===== src/rtl/display_scan_scheduler_if.sv =====
// Segment-bus bundle between the display scheduler and the per-state display interfaces.
// The master modport is the scheduler side; the slave modport is the interface and state side.
interface display_scan_if;
    logic [7:0]  state_in;
    logic [55:0] seg_in;
    logic [1:0]  scan_q;
    logic [3:0]  digit_n;
    logic [6:0]  seg;
    logic        state_err;
    logic        frame_done;

    modport master (
        input  state_in,
        input  seg_in,
        output scan_q,
        output digit_n,
        output seg,
        output state_err,
        output frame_done
    );

    modport slave (
        output state_in,
        output seg_in,
        input  scan_q,
        input  digit_n,
        input  seg,
        input  state_err,
        input  frame_done
    );
endinterface


===== src/rtl/display_scan_scheduler.sv =====
// 4-digit 7-segment scan scheduler: digit scan, frame-aligned state arbitration, anti-ghost blanking.
// Outputs registered (one cycle); no backpressure. Optional VL blinking under DISPLAY_BLINK_EN.
module display_scan_scheduler #(
    parameter int unsigned PRESCALE     = 50000,
    parameter int unsigned BLANK_CYCLES = 2,
    parameter int unsigned BLINK_FRAMES = 64
) (
    input  logic          clock,
    input  logic          reset_n,
    display_scan_if.master bus
);
    localparam logic [19:0] PRESC_LAST = 20'(PRESCALE - 1);
    localparam logic [19:0] BLANK_LIM  = 20'(BLANK_CYCLES);

    logic [19:0] presc_q, presc_d;
    logic [1:0]  scan_q, scan_d;
    logic [7:0]  state_q, state_d;
    logic        state_err_q, state_err_d;
    logic        frame_done_q, frame_done_d;
    logic [3:0]  digit_n_q, digit_n_d;
    logic [6:0]  seg_q, seg_d;
    logic [6:0]  sel;
    logic        wrap;
    logic        blank_d;

`ifdef DISPLAY_BLINK_EN
    localparam int unsigned FC_W    = $clog2(2 * BLINK_FRAMES);
    localparam logic [FC_W-1:0] FC_LAST = FC_W'(2 * BLINK_FRAMES - 1);
    localparam logic [FC_W-1:0] FC_HALF = FC_W'(BLINK_FRAMES);
    logic [FC_W-1:0] fc_q, fc_d;
`endif

    always_comb begin
        wrap         = (presc_q == PRESC_LAST);
        presc_d      = wrap ? 20'd0 : presc_q + 20'd1;
        scan_d       = wrap ? scan_q + 2'd1 : scan_q;
        frame_done_d = wrap && (scan_q == 2'd3);

        // Only the first cycle of a frame may swap the displayed state.
        state_d      = (presc_q == 20'd0 && scan_q == 2'd0) ? bus.state_in : state_q;
        state_err_d  = (state_d == 8'd0) || ((state_d & (state_d - 8'd1)) != 8'd0);

        sel = 7'd0;
        for (int i = 0; i < 8; i++) begin
            if (state_q[i]) sel = sel | bus.seg_in[7*i +: 7];
        end

        blank_d = (presc_d < BLANK_LIM);
`ifdef DISPLAY_BLINK_EN
        if (state_d != state_q)  fc_d = '0;
        else if (frame_done_d)   fc_d = (fc_q == FC_LAST) ? '0 : fc_q + 1'b1;
        else                     fc_d = fc_q;
        if (state_d == 8'h80 && fc_d >= FC_HALF) blank_d = 1'b1;
`endif

        // Outputs are computed from next-state values so they line up with presc/scan.
        digit_n_d = blank_d ? 4'b1111 : ~(4'b0001 << scan_d);
        seg_d     = (blank_d || state_err_d) ? 7'd0 : sel;
    end

    always_ff @(posedge clock or negedge reset_n) begin
        if (!reset_n) begin
            presc_q      <= 20'd0;
            scan_q       <= 2'd0;
            state_q      <= 8'd0;
            state_err_q  <= 1'b0;
            frame_done_q <= 1'b0;
            digit_n_q    <= 4'b1111;
            seg_q        <= 7'd0;
        end else begin
            presc_q      <= presc_d;
            scan_q       <= scan_d;
            state_q      <= state_d;
            state_err_q  <= state_err_d;
            frame_done_q <= frame_done_d;
            digit_n_q    <= digit_n_d;
            seg_q        <= seg_d;
        end
    end

`ifdef DISPLAY_BLINK_EN
    always_ff @(posedge clock or negedge reset_n) begin
        if (!reset_n) fc_q <= '0;
        else          fc_q <= fc_d;
    end
`endif

    assign bus.scan_q     = scan_q;
    assign bus.digit_n    = digit_n_q;
    assign bus.seg        = seg_q;
    assign bus.state_err  = state_err_q;
    assign bus.frame_done = frame_done_q;
endmodule


===== src/flat_wrapper.sv =====
// flat-port wrapper written by rule: the top's interface ports become plain ports
module display_scan_scheduler_flat 
#(
    parameter int unsigned PRESCALE     = 50000,
    parameter int unsigned BLANK_CYCLES = 2,
    parameter int unsigned BLINK_FRAMES = 64
)
  (clock, reset_n, bus_state_in, bus_seg_in, bus_scan_q, bus_digit_n, bus_seg, bus_state_err, bus_frame_done);
  display_scan_if bus_i ();
  input  logic clock;
  input  logic reset_n;
  input wire logic [$bits(bus_i.state_in)-1:0] bus_state_in;
  input wire logic [$bits(bus_i.seg_in)-1:0] bus_seg_in;
  output wire logic [$bits(bus_i.scan_q)-1:0] bus_scan_q;
  output wire logic [$bits(bus_i.digit_n)-1:0] bus_digit_n;
  output wire logic [$bits(bus_i.seg)-1:0] bus_seg;
  output wire logic [$bits(bus_i.state_err)-1:0] bus_state_err;
  output wire logic [$bits(bus_i.frame_done)-1:0] bus_frame_done;
  assign bus_i.state_in = bus_state_in;
  assign bus_i.seg_in = bus_seg_in;
  assign bus_scan_q = bus_i.scan_q;
  assign bus_digit_n = bus_i.digit_n;
  assign bus_seg = bus_i.seg;
  assign bus_state_err = bus_i.state_err;
  assign bus_frame_done = bus_i.frame_done;
  display_scan_scheduler #(.PRESCALE(PRESCALE), .BLANK_CYCLES(BLANK_CYCLES), .BLINK_FRAMES(BLINK_FRAMES)) u_core (.clock(clock), .reset_n(reset_n), .bus(bus_i));
endmodule

===== config.mk =====
export PLATFORM = sky130hd
export DESIGN_NAME = display_scan_scheduler_flat
export DESIGN_NICKNAME = d
export VERILOG_FILES = /design/src/rtl/display_scan_scheduler_if.sv /design/src/rtl/display_scan_scheduler.sv /design/src/flat_wrapper.sv
export SDC_FILE = /design/constraint.sdc
export NUM_CORES = 1
export LEC_CHECK = 0
export ABC_AREA = 0
export CAP_MARGIN = 20
export CORE_MARGIN = 4
export CORE_UTILIZATION = 40
export CTS_CLUSTER_SIZE = 8
export DETAILED_ROUTE_END_ITERATION = 16
export PLACE_DENSITY = 0.81
export SETUP_SLACK_MARGIN = 0.05
export SLEW_MARGIN = 20
export SYNTH_ARGS = -nofsm -noshare
export SYNTH_HDL_FRONTEND = slang
export SYNTH_SLANG_ARGS = --single-unit
export TNS_END_PERCENT = 100

===== constraint.sdc =====
create_clock -name clock -period 2.05 [get_ports clock]
set_input_delay 0.41 -clock clock [delete_from_list [all_inputs] [get_ports clock]]
set_output_delay 0.41 -clock clock [all_outputs]
set_load 0.03 [all_outputs]

Word level (Yosys, flattened, before mapping)
Index checks and enable logic that the tools add are counted.

word-level totals
  memories = 0
  latch bits = 0
  memory bits (writable) = 0
  word-level logic and storage cells = 44
  output and inout bits = 15
  flip-flop bits (word level) = 43
  memory bits (read-only) = 0
  input bits = 66

cells by class
  muxes and demuxes = 13
  reductions and logical operators = 8
  equality and inequality tests = 2
  magnitude comparators = 1
  $mul = 0
  bitwise logic cells = 9
  shift-type cells = 1
  add/sub/neg operators = 3
  div/mod/pow operators = 0

operator list
  cell                                                                           count
  7-bit two-way mux                                                              9
  7-bit bitwise OR                                                               7
  20-bit by 1-bit adder with 20-bit output, second input constant                1
  20-bit by 16-bit equality test with 1-bit output, second input constant        1
  20-bit zero test                                                               1
  20-bit by 2-bit less-than comparator with 1-bit output, second input constant  1
  20-bit two-way mux                                                             1
  8-bit bitwise AND                                                              1
  8-bit zero test                                                                1
  8-bit two-way mux                                                              1
  8-bit nonzero test                                                             1
  8-bit by 1-bit subtractor with 8-bit output, second input constant             1
  4-bit two-way mux                                                              1
  4-bit NOT                                                                      1
  1-bit by 2-bit left shift with 4-bit output, first input constant              1
  2-bit by 1-bit adder with 2-bit output, second input constant                  1
  2-bit equality test, second input constant                                     1
  1-bit logical AND                                                              2
  2-bit zero test                                                                1
  1-bit logical OR                                                               2
  2-bit two-way mux                                                              1

Depth between registers and ports, before layout
Gate-level depths: netlist (run 1).

  depth in word-level cells = 16
  mapped depth = 9
  mapped depth without buffers = 8

Worst setup path before layout (run 1)
Ideal clock, no wire load.

  path kind = register to register
  start point = register u_core.scan_q[0] (netlist: u_core.bus.scan_q[0])
  end point = register u_core.seg_q[0] (netlist: u_core.bus.seg[0])
  setup time = 0.078 ns
  stages on the path, launching flop included = 9
  data required time = 1.972 ns
  clock period less this slack = 2.148 ns
  path buffers = 0
  arrival time = 2.071 ns
  path slack = -0.098 ns
  cell sequence = dfrtp_1 inv_1 ha_1 nor4bb_1 nand3_2 o211a_2 nor4_4 nand3_1 a21oi_1

on the way
  cells in the longest elaborated chain, start to end = 9
  elaborated cells on any way between the ends = 10
  those cells by class = add/sub: 1; mux: 2; bitwise: 1; reduce/logical: 6

ends and longest elaborated chain
  item                                         RTL line                      source
  from (decl)                                  display_scan_scheduler.sv:16  logic [1:0] scan_q, scan_d;
  from (signal assigned)                       display_scan_scheduler.sv:72  scan_q <= scan_d;
  2-bit zero test *                            display_scan_scheduler.sv:40  state_d = (presc_q == 20'd0 && scan_q == 2'd0) ? bus.state_in : state_q;
  1-bit logical AND *                          display_scan_scheduler.sv:40
  8-bit two-way mux *                          display_scan_scheduler.sv:40
  8-bit by 1-bit subtractor with 8-bit output  display_scan_scheduler.sv:41  state_err_d = (state_d == 8'd0) || ((state_d & (state_d - 8'd1)) != 8'd0);
  8-bit bitwise AND                            display_scan_scheduler.sv:41
  8-bit nonzero test                           display_scan_scheduler.sv:41
  1-bit logical OR *                           display_scan_scheduler.sv:41
  1-bit logical OR *                           display_scan_scheduler.sv:58  seg_d = (blank_d || state_err_d) ? 7'd0 : sel;
  7-bit two-way mux *                          display_scan_scheduler.sv:58
  net u_core.seg_d[0]                          display_scan_scheduler.sv:21  logic [6:0] seg_q, seg_d;
  to (signal assigned)                         display_scan_scheduler.sv:77  seg_q <= seg_d;
  to (decl)                                    display_scan_scheduler.sv:21

The timed path passes the listed nets; every way through them passes the cells marked *.

Worst setup path in the final report (run 1)
  start point = register u_core.presc_q[10]
  end point = register u_core.seg_q[1] (netlist: u_core.bus.seg[1])

on the way
  cells in the longest elaborated chain, start to end = 9
  elaborated cells on any way between the ends = 14
  those cells by class = add/sub: 2; order compare: 1; eq/ne: 1; mux: 3; bitwise: 1; reduce/logical: 6

ends and longest elaborated chain
  item                                                                                              RTL line                      source
  from (decl)                                                                                       display_scan_scheduler.sv:15  logic [19:0] presc_q, presc_d;
  from (signal assigned)                                                                            display_scan_scheduler.sv:71  presc_q <= presc_d;
  parallel branches: the longest is 7 deep, another holds 20-bit by 1-bit adder with 20-bit output  -
  1-bit logical OR *                                                                                display_scan_scheduler.sv:58
  7-bit two-way mux *                                                                               display_scan_scheduler.sv:58
  net u_core.seg_d[1]                                                                               display_scan_scheduler.sv:21

Mark *: on every way through the listed nets, which the timed path passes.

==> key figures, run 1 <==
Status
  • Outcome: complete, but fails checks
  • Violated checks: setup timing

Yosys
  • Area leader, netlist: dfrtp_1
  • Synthesized netlist cell count: 260
  • Area contributors post-synth: dfrtp_1 38%, a22oi_1 8.2%, xor2_1 4.4%
  • Ys flop type: dfrtp_1
  • Ys async rst share: 100%
  • Area share of the leading cell type in the synthesized netlist: between 30% and 40%
  • Avg Cell Area, Syn: between 9 and 10 µm²
  • Post-Syn Nets: 330
  • Seq/Total Area, Yosys: 42.2%
  • YS warnings: 0
  • Flops & latches, synth: 43
  • Top post-synthesis cells by count: 39 x dfrtp_1, 28 x a22oi_1, 17 x nand3_1
  • Number of synthesized flops with an enable pin: 0
  • Synth unique cells: 48
  • Most common cell in the netlist: dfrtp_1
  • Cell Area, Synth: 2560 µm²

Worst setup path
  • Worst r2r dst: u_core.bus.seg[1]$_DFF_PN0_
  • Most used cell, CP: buf_4
  • Setup crit end kind: register
  • Crit path launch type: register
  • Crit path DAT: between 2000 and 2500 ps
  • Worst r2r src: u_core.presc_q[10]$_DFF_PN0_
  • Critical Path RT: 2230 ps
  • FF-to-FF setup slack: -60 ps
  • Slowest stage delay, CP: 400 ps
  • Critical Path Start: u_core.presc_q[10]$_DFF_PN0_
  • CP max stage cell: dfrtp_1
  • Cells along the critical path: buf_4 > and4_4 > nand4_1 > buf_4 > o31ai_2 > buf_4 > a41o_4 > a21oi_1
  • Setup CP Type: reg -> reg
  • Crit path max fanout: 7
  • FF-to-FF path depth: 8
  • Crit path to: u_core.bus.seg[1]$_DFF_PN0_

Timing
  • Worst Clk Skew: 6.96 ps
  • Final Slew Violations: 0
  • Fmax achieved: 0.475 GHz
  • Minimum clock period: around 2100 ps
  • Final hold violation count: 0
  • Period utilization: 103%
  • RSZ-0062 raised after global routing: true
  • Final worst setup slack: -56.3 ps
  • Final setup violating endpoints: 10
  • Slew margin rel.: 72.4%
  • Worst slew pin tran: 411 ps

Drt
  • Post-Route WL: 8730 µm
  • Wirelength per Cell: 18.5 µm
  • DRT antenna net count: 0
  • Via count: 2708
  • DR pass1 iterations: 4
  • DRC viols: 0
  • DR vias/cell: between 5 and 6
  • Initial DRC count: approximately 190

Floorplanning
  • # IOs: 81
  • Die W: 88.0 µm
  • Core footprint: 6060 µm²
  • Initial core utilization: between 40 and 50%
  • Number of core rows: 28
  • Total Die Area: 7750 µm²
  • Die height: 88.0 µm

GRT
  • First-pass GRT wire length: approximately 13000 µm
  • Initial antenna violation count: 0
  • Vias in the first global route: 2768
  • GR Util All Layers: 21.5%
  • Gr ovfl total: 0
  • Pin count of the biggest net entering global routing: 18

Placed design
  • Port buffer count: 80
  • Placed cell count: ~450
  • Hpwl dp: 6140 µm
  • Final Wtd Congestion: around 0.85

Power and ir drop
  • Final total power: 1770 µW
  • P per Cell Area: 418 nW/µm²
  • Leak: 0.00181 µW
  • Max VDD drop: 319 µV

Clock tree
  • Total clock sinks: 43
  • CTS tree: yes
  • CTS buffer count: 5
  • Root buffer cell: clkbuf_8
  • Worst-path clk slew: 80 ps
  • Clk Latency, worst-skew pair: 300 ps
  • CTS Buffer Depth: 2
  • Htree depth: 2

Layout
  • Non-filler cells in the finished layout: 471
  • Area grow syn2layout: 65.0%
  • Post-layout net count: 465
  • Layout cell share with drive strength beyond 1: 32.3%
  • Antenna cells: 0

Worst hold path
  • Worst Hold Class: in -> async

Job
  • Max Cap Violations: 0
-- worst min-delay path by stage --
stage	from	end	cells past startpoint
6_report	reset_n	u_core.presc_q[6]$_DFF_PN0_	2
5_1_grt	reset_n	u_core.presc_q[6]$_DFF_PN0_	2
4_1_cts	reset_n	u_core.presc_q[6]$_DFF_PN0_	2
3_5_place_dp	reset_n	u_core.presc_q[6]$_DFF_PN0_	1
3_3_place_gp	reset_n	u_core.presc_q[6]$_DFF_PN0_	1
2_1_floorplan	reset_n	u_core.bus.frame_done$_DFF_PN0_	0
-- kinds of logic after synthesis --
family	count (synthesis)	synth area share, %
XOR/XNOR	23	7.87
AO/OA/AOI/OAI	58	16.1
multiplexers	8	3.47
buffers and inverters	26	4.84
AND/OR/NAND/NOR	94	22.0
adder cells (fa/ha/maj)	8	3.52
flip-flops	43	42.2
-- flip-flops by register name, indices dropped and copies added, names as in the netlist --
signal                 flops
u_core.bus.digit_n         4
u_core.presc_q            20
u_core.state_q             8
u_core.bus.state_err       1
u_core.bus.scan_q          2
u_core.bus.seg             7
u_core.bus.frame_done      1
-- cell usage in the layout (no fill, tap or decap), drive strengths merged, types with 5 or more instances in the layout --
cell type / count
nand2: 9
nor3: 6
buf: 65
and3: 6
a22oi: 28
clkdlybuf4s50: 74
dfrtp: 39
nand3: 18
dlygate4sd2: 5
inv: 9
nor2: 15
nand4: 15
mux2: 7
xor2: 13
clkbuf: 8
xnor2: 10
o211ai: 5
a21oi: 9
or3: 7
-- worst max-delay path, delay by kind of cell, from the launching register on --
family                 cells  cell delay, ps
AOI/OAI and AO/OA          3             610
buffers and inverters      3             540
DFF                        1             400
and+or+nand+nor            2             430
-- routing by layer --
| metal | wire, µm | track usage (%) |
|---|---|---|
| met4 | 276 | 10.2 |
| met3 | 522 | 4.05 |
| met2 | 4660 | 37.1 |
| met5 | 0 | 0 |
| met1 | 3270 | 25.9 |
-- layout make-up --
| type | instances | area, µm² |
|---|---|---|
| Clock buffer | 8 | 100 |
| Inverter | 9 | 33.8 |
| Sequential cell | 43 | 1080 |
| Timing Repair Buffer | 145 | 1320 |
| Fill cell | 404 | 1830 |
| Tap cell | 75 | 93.8 |
| Multi-Input combinational cell | 191 | 1600 |
-- power breakdown --
group / total (µW) / switching (µW) / internal (µW)
clock: 597 / 290 / 308
sequential: 875 / 14.7 / 860
combinational: 295 / 112 / 183
-- through the flow --
step / area (µm²) / utilization [%] / TNS (ps) / worst slack, ps / hold slack, ps
floorplan: 2610 / - / 0 / 46.4 / 114
global placement: 3830 / 63.3 / -2980 / -355 / 307
detailed placement: 3830 / 63.3 / -3710 / -450 / 310
CTS: 4120 / 68.0 / -4.99 / -3.24 / 519
global route: 4230 / 69.7 / -1490 / -131 / 546
finish: 4230 / 69.7 / -348 / -56.3 / 510
-- what timing repair did --
action,in CTS,in global routing
buffers inserted,4,4
hold buffers,1,0
endpoints found under the hold margin,10,0
gates resized for setup,35,23
pin swaps,12,3
endpoints found under the setup margin,14,23
Power figures use the tool's default switching activity.
==> run 2, diff against run 1 <==
--- a/config.mk
+++ b/config.mk
@@ -7,11 +7,14 @@
 export LEC_CHECK = 0
 export ABC_AREA = 0
 export CAP_MARGIN = 20
+export CELL_PAD_IN_SITES_DETAIL_PLACEMENT = 2
+export CELL_PAD_IN_SITES_GLOBAL_PLACEMENT = 2
 export CORE_MARGIN = 4
-export CORE_UTILIZATION = 40
+export CORE_UTILIZATION = 25
+export CTS_CLUSTER_DIAMETER = 120
 export CTS_CLUSTER_SIZE = 8
 export DETAILED_ROUTE_END_ITERATION = 16
-export PLACE_DENSITY = 0.81
+export PLACE_DENSITY = 0.84
 export SETUP_SLACK_MARGIN = 0.05
 export SLEW_MARGIN = 20
 export SYNTH_ARGS = -nofsm -noshare
==> key figures, run 2 (same netlist as run 1, synthesis figures left out) <==
GRT
  • Vias in the first global route: about 3400
  • First-pass GRT wire length: just over 20000 µm
  • Gr ovfl total: 0
  • Pin count of the biggest net entering global routing: 18
  • Initial antenna violation count: 0
  • GR Util All Layers: between 20% and 30%

Floorplanning
  • Core footprint: 9860 µm²
  • Die height: 109 µm
  • # IOs: 81
  • Initial core utilization: 26.0%
  • Die W: 109 µm
  • Number of core rows: 36
  • Total Die Area: roughly 12000 µm²

Clock tree
  • CTS buffer count: 5
  • Htree depth: 2
  • Worst-path clk slew: 90 ps
  • CTS tree: yes
  • Root buffer cell: clkbuf_8
  • Clk Latency, worst-skew pair: 320 ps
  • CTS Buffer Depth: 2
  • Total clock sinks: 43

Power and ir drop
  • Sw power: 522 µW
  • Switching Share: between 20% and 30%
  • Seq pwr share: 46.7%
  • P per Cell Area: 419 nW/µm²
  • Clk pwr share: 35.2%
  • Max VDD drop: 363 µV
  • Final total power: 1880 µW
  • Combinational share of power: 18.2%
  • Leak: 0.00182 µW
  • Total internal power: 1350 µW

Drt
  • DR vias/cell: 5.59
  • Wirelength per Cell: 30.6 µm
  • Post-Route WL: 16400 µm
  • DRT antenna net count: 0
  • Via count: roughly 3000
  • DR pass1 iterations: 5
  • DRC viols: 0
  • Initial DRC count: 156

Timing
  • Minimum clock period: roughly 2500 ps
  • Final hold slack: between 500 and 600 ps
  • Worst Clk Skew: 5.24 ps
  • Final worst setup slack: -450 ps
  • Fmax achieved: 0.400 GHz
  • Period utilization: 122%
  • Final hold violation count: 0
  • Final Slew Violations: 0
  • RSZ-0062 raised after global routing: true
  • Final setup violating endpoints: 25
  • Slew margin rel.: 66.3%
  • Setup TNS: -5710 ps
  • Worst slew pin tran: 502 ps

Placed design
  • Area post-placement: 3870 µm²
  • Port buffer count: 80
  • Placed cell count: 509
  • Hpwl dp: 8760 µm
  • Final Wtd Congestion: between 0.8 and 0.9

Worst setup path
  • Largest delay share family, worst path: simple AND/OR/NAND/NOR gates
  • Slowest stage delay, CP: 450 ps
  • Setup CP Type: reg -> reg
  • Crit path launch type: register
  • Critical Path RT: 2280 ps
  • Cells along the critical path: buf_6 > inv_4 > ha_4 > nor4bb_4 > nand3_2 > o211a_4 > nor4_4 > buf_6 > nand3_2 > a21oi_2
  • Setup crit end kind: register
  • WP buf/inv: 3
  • FF-to-FF setup slack: -450 ps
  • Crit path max fanout: 8
  • CP max stage cell: dfrtp_1
  • Crit path DAT: 2730 ps

Worst hold path
  • Worst Hold Class: in -> async

Status
  • Violated checks: setup timing
  • Outcome: complete, but fails checks

Layout
  • Layout cell share with drive strength beyond 1: 37.5%
  • Most frequent cells in the layout: 77 x clkdlybuf4s50_1, 62 x buf_4, 37 x dfrtp_1, 28 x a22oi_1, 15 x nand4_1
  • Most flops, register: u_core.presc_q
  • Max FFs per register: 20
  • Seq. cell area: 1080 µm²
  • Filler instances: 978
  • Post-layout net count: approximately 470
  • Antenna cells: 0
  • Multi-input logic area: 1700 µm²
  • Non-filler cells in the finished layout: 536
  • Area grow syn2layout: 74.7%
  • Final Cell Area: ~4500 µm²
  • Most common cell after layout, fill and taps aside: clkdlybuf4s50_1

Job
  • Max Cap Violations: 0
run 2: cell count changes in the layout (fill, tap and decap cells not counted), moves of 3 or more:
cell	previous run	this run
clkdlybuf4s50_1	74	77
mux2_2	0	7
nand3_1	13	9
nor2_1	14	9
nor3_2	0	3
mux2_4	7	0
dlygate4sd2_1	5	2
nor2_4	1	5
nand3_4	0	4
buf_4	57	62
run 2: power by group through the flow:
stage          Sequential, µW  Clock, µW  Combinational (µW)
5_1_grt                   876        703                 354
2_1_floorplan             889          0                83.2
3_5_place_dp              890          0                 292
6_report                  876        660                 341
3_3_place_gp              888          0                 279
4_1_cts                   873        630                 304
run 2: metrics by stage:
step	setup slack [ps]	util, %
after global routing	-527	45.4
after global placement	-393	39.2
after detailed placement	-553	39.2
final	-450	45.4
after floorplan	46.4	-
after CTS	-113	42.8
run 2: worst paths after layout:
check / from / to / cells after the start
max in group asynchronous: reset_n / u_core.bus.digit_n[3]$_DFF_PN1_ / 3
min in group clock: u_core.presc_q[18]$_DFF_PN0_ / u_core.presc_q[18]$_DFF_PN0_ / 1
setup reg to reg: u_core.presc_q[1]$_DFF_PN0_ / u_core.bus.seg[1]$_DFF_PN0_ / 10
setup / recovery: u_core.presc_q[1]$_DFF_PN0_ / u_core.bus.seg[1]$_DFF_PN0_ / 10
hold reg to reg: u_core.presc_q[18]$_DFF_PN0_ / u_core.presc_q[18]$_DFF_PN0_ / 1
hold / removal: reset_n / u_core.bus.frame_done$_DFF_PN0_ / 2
run 2: final cells by class:
cell class / count / share of cell area (%)
multi-input cells: 191 / 38.0
repair buffers: 152 / 31.0
flip-flops and latches: 43 / 24.2
well taps: 133 / 3.72
clock buffers: 8 / 2.24
inverters: 9 / 0.839
run 2: layer usage:
layer	up-vias	wire length [µm]	GRT usage [%]
met5	-	0	0
li1	1264	-	-
met3	40	488	3.37
met4	0	585	9.08
met2	98	9000	43.7
met1	1592	6310	26.5
run 2: worst register-to-register path, cell delays in order, from the launching register on:
cell and delay (ps):
dfrtp_1 450, buf_6 150, inv_4 50, ha_4 130
nor4bb_4 280, nand3_2 210, o211a_4 320, nor4_4 300
buf_6 230, nand3_2 100, a21oi_2 190
run 2: what timing repair did:
action	CTS	global route
hold buffers	1	0
setup buffers	8	12
pin swaps	13	14
endpoints found under the hold margin	11	0
gates resized for setup	40	38
setup endpoints to repair	22	31
==> run 3, diff against run 2 <==
--- a/config.mk
+++ b/config.mk
@@ -15,6 +15,7 @@
 export CTS_CLUSTER_SIZE = 8
 export DETAILED_ROUTE_END_ITERATION = 16
 export PLACE_DENSITY = 0.84
+export REMOVE_ABC_BUFFERS = 1
 export SETUP_SLACK_MARGIN = 0.05
 export SLEW_MARGIN = 20
 export SYNTH_ARGS = -nofsm -noshare
==> key figures, run 3 (same netlist as run 1, synthesis figures left out) <==
Floorplanning
  • Total Die Area: 11900 µm²
  • Die height: approximately 110 µm
  • Core footprint: 9860 µm²
  • Number of core rows: 36
  • Initial core utilization: 26.0%
  • Die W: 109 µm
  • # IOs: 81

Layout
  • Layout Utilization: 47.7%
  • Most common cell after layout, fill and taps aside: buf_4
  • Post-layout net count: 490
  • Max FFs per register: 20
  • Most frequent cells in the layout: 80 x buf_4, 77 x clkdlybuf4s50_1, 39 x dfrtp_1, 28 x a22oi_1, 15 x nand4_1
  • Multi-input logic area: 1810 µm²
  • Area grow syn2layout: 83.9%
  • Most flops, register: u_core.presc_q
  • Filler instances: between 900 and 1000
  • Final Cell Area: 4710 µm²
  • Antenna cells: 0
  • Layout cell share with drive strength beyond 1: 42.0%
  • Seq. cell area: 1080 µm²

Worst setup path
  • Critical Path Start: u_core.presc_q[14]$_DFF_PN0_
  • Crit path launch type: register
  • Worst r2r src: u_core.presc_q[14]$_DFF_PN0_
  • CP max stage cell: nor2_1
  • Cells along the critical path: nor2_1 > and3_4 > a21oi_4 > nor4_4 > buf_6 > nand3_1 > a21oi_2
  • Setup CP Type: reg -> reg
  • Setup crit end kind: register
  • Crit path DAT: 2630 ps
  • Critical Path RT: between 2000 and 2500 ps
  • Slowest stage delay, CP: 550 ps
  • Crit path max fanout: 8

GRT
  • First-pass GRT wire length: 19600 µm
  • Vias in the first global route: 3392
  • Initial antenna violation count: 0
  • Pin count of the biggest net entering global routing: 44
  • Gr ovfl total: 0
  • GR Util All Layers: around 22%

Clock tree
  • Root buffer cell: clkbuf_8
  • CTS buffer count: 5
  • CTS Buffer Depth: 2
  • Clk Latency, worst-skew pair: 300 ps
  • Worst-path clk slew: approximately 90 ps
  • CTS tree: yes
  • Total clock sinks: 43
  • Htree depth: 2

Drt
  • DR vias/cell: 5.40
  • Post-Route WL: 15200 µm
  • DRC viols: 0
  • Initial DRC count: between 200 and 250
  • Uppermost layer routed: met4
  • Met1 WL: 5670 µm
  • DRT antenna net count: 0
  • Via count: 2993
  • Met3 WL post-DR: 565 µm
  • Met2 routed WL: 8470 µm
  • DR pass1 iterations: 4
  • Wirelength per Cell: ~28 µm

Power and ir drop
  • Max VDD drop: 319 µV
  • Leak: 0.00201 µW
  • P per Cell Area: 374 nW/µm²

Timing
  • Slew margin rel.: 57.6%
  • Final worst setup slack: -336 ps
  • Final hold violation count: 0
  • Period utilization: 116%
  • Fmax achieved: 0.419 GHz
  • Worst Clk Skew: 7.35 ps
  • Final setup violating endpoints: 22
  • Worst slew pin tran: 634 ps
  • Final Slew Violations: 0
  • Minimum clock period: 2390 ps
  • RSZ-0062 raised after global routing: true

Placed design
  • Final Wtd Congestion: ~0.76
  • Area post-placement: 3970 µm²
  • Hpwl dp: 8850 µm
  • Port buffer count: 80

Worst hold path
  • Worst Hold Class: in -> async

Status
  • Violated checks: setup timing
  • Outcome: complete, but fails checks

Job
  • Max Cap Violations: 0
## run 3: final cells by class
cell class / instances / area share, %
Multi-Input combinational cell: 191 / 38.5
Clock inverter: 2 / 0.266
Clock buffer: 6 / 1.54
Timing Repair Buffer: 170 / 32.3
Tap cell: 133 / 3.53
Inverter: 9 / 0.850
Sequential cell: 43 / 23.0
## run 3: final timing paths
path | cells past startpoint | slack, ps | to
max in group asynchronous | 2 | 1460 | u_core.presc_q[8]$_DFF_PN0_
worst min register to register | 2 | 590 | u_core.presc_q[19]$_DFF_PN0_
worst max register to register | 7 | -340 | u_core.bus.seg[5]$_DFF_PN0_
worst min-delay path | 2 | 180 | u_core.bus.frame_done$_DFF_PN0_
min in group clock | 3 | 490 | u_core.state_q[3]$_DFF_PN0_
worst max-delay path | 7 | -340 | u_core.bus.seg[5]$_DFF_PN0_
## run 3: per-stage QoR
stage	total power [µW]	TNS, ps	hold slack, ps	setup WS, ps	std cells
2_1_floorplan	964	-1400	114	-105	243
3_3_place_gp	1170	-3690	517	-392	528
3_5_place_dp	1180	-6740	529	-554	528
4_1_cts	1750	-1570	201	-128	545
5_1_grt	1830	-5370	230	-369	554
6_report	1760	-4250	182	-336	554
## run 3: layer usage
metal  up-vias  GRT usage [%]
met3        36           2.96
met4         0           8.82
met5         -              0
met1      1560           23.9
li1       1294              -
met2       103           42.7
## run 3: timing repair
action | CTS | global route
pin swaps | 11 | 26
endpoints found under the setup margin | 26 | 33
resized for setup | 65 | 49
setup buffers | 9 | 10
cloned | 0 | 0
hold buffers | 0 | 0
## run 3: report_power, final
| group | total (µW) | internal, µW | switching [µW] |
|---|---|---|---|
| Clock | 559 | 239 | 320 |
| Combinational | 334 | 190 | 144 |
| Sequential | 871 | 860 | 10.5 |
## run 3: worst max-delay path: cells and delay by family (launching register included)
family                 cells  cell delay [ps]
AO/OA/AOI/OAI              2              200
buffers and inverters      1              200
flip-flops                 1              520
AND/OR/NAND/NOR            4             1390
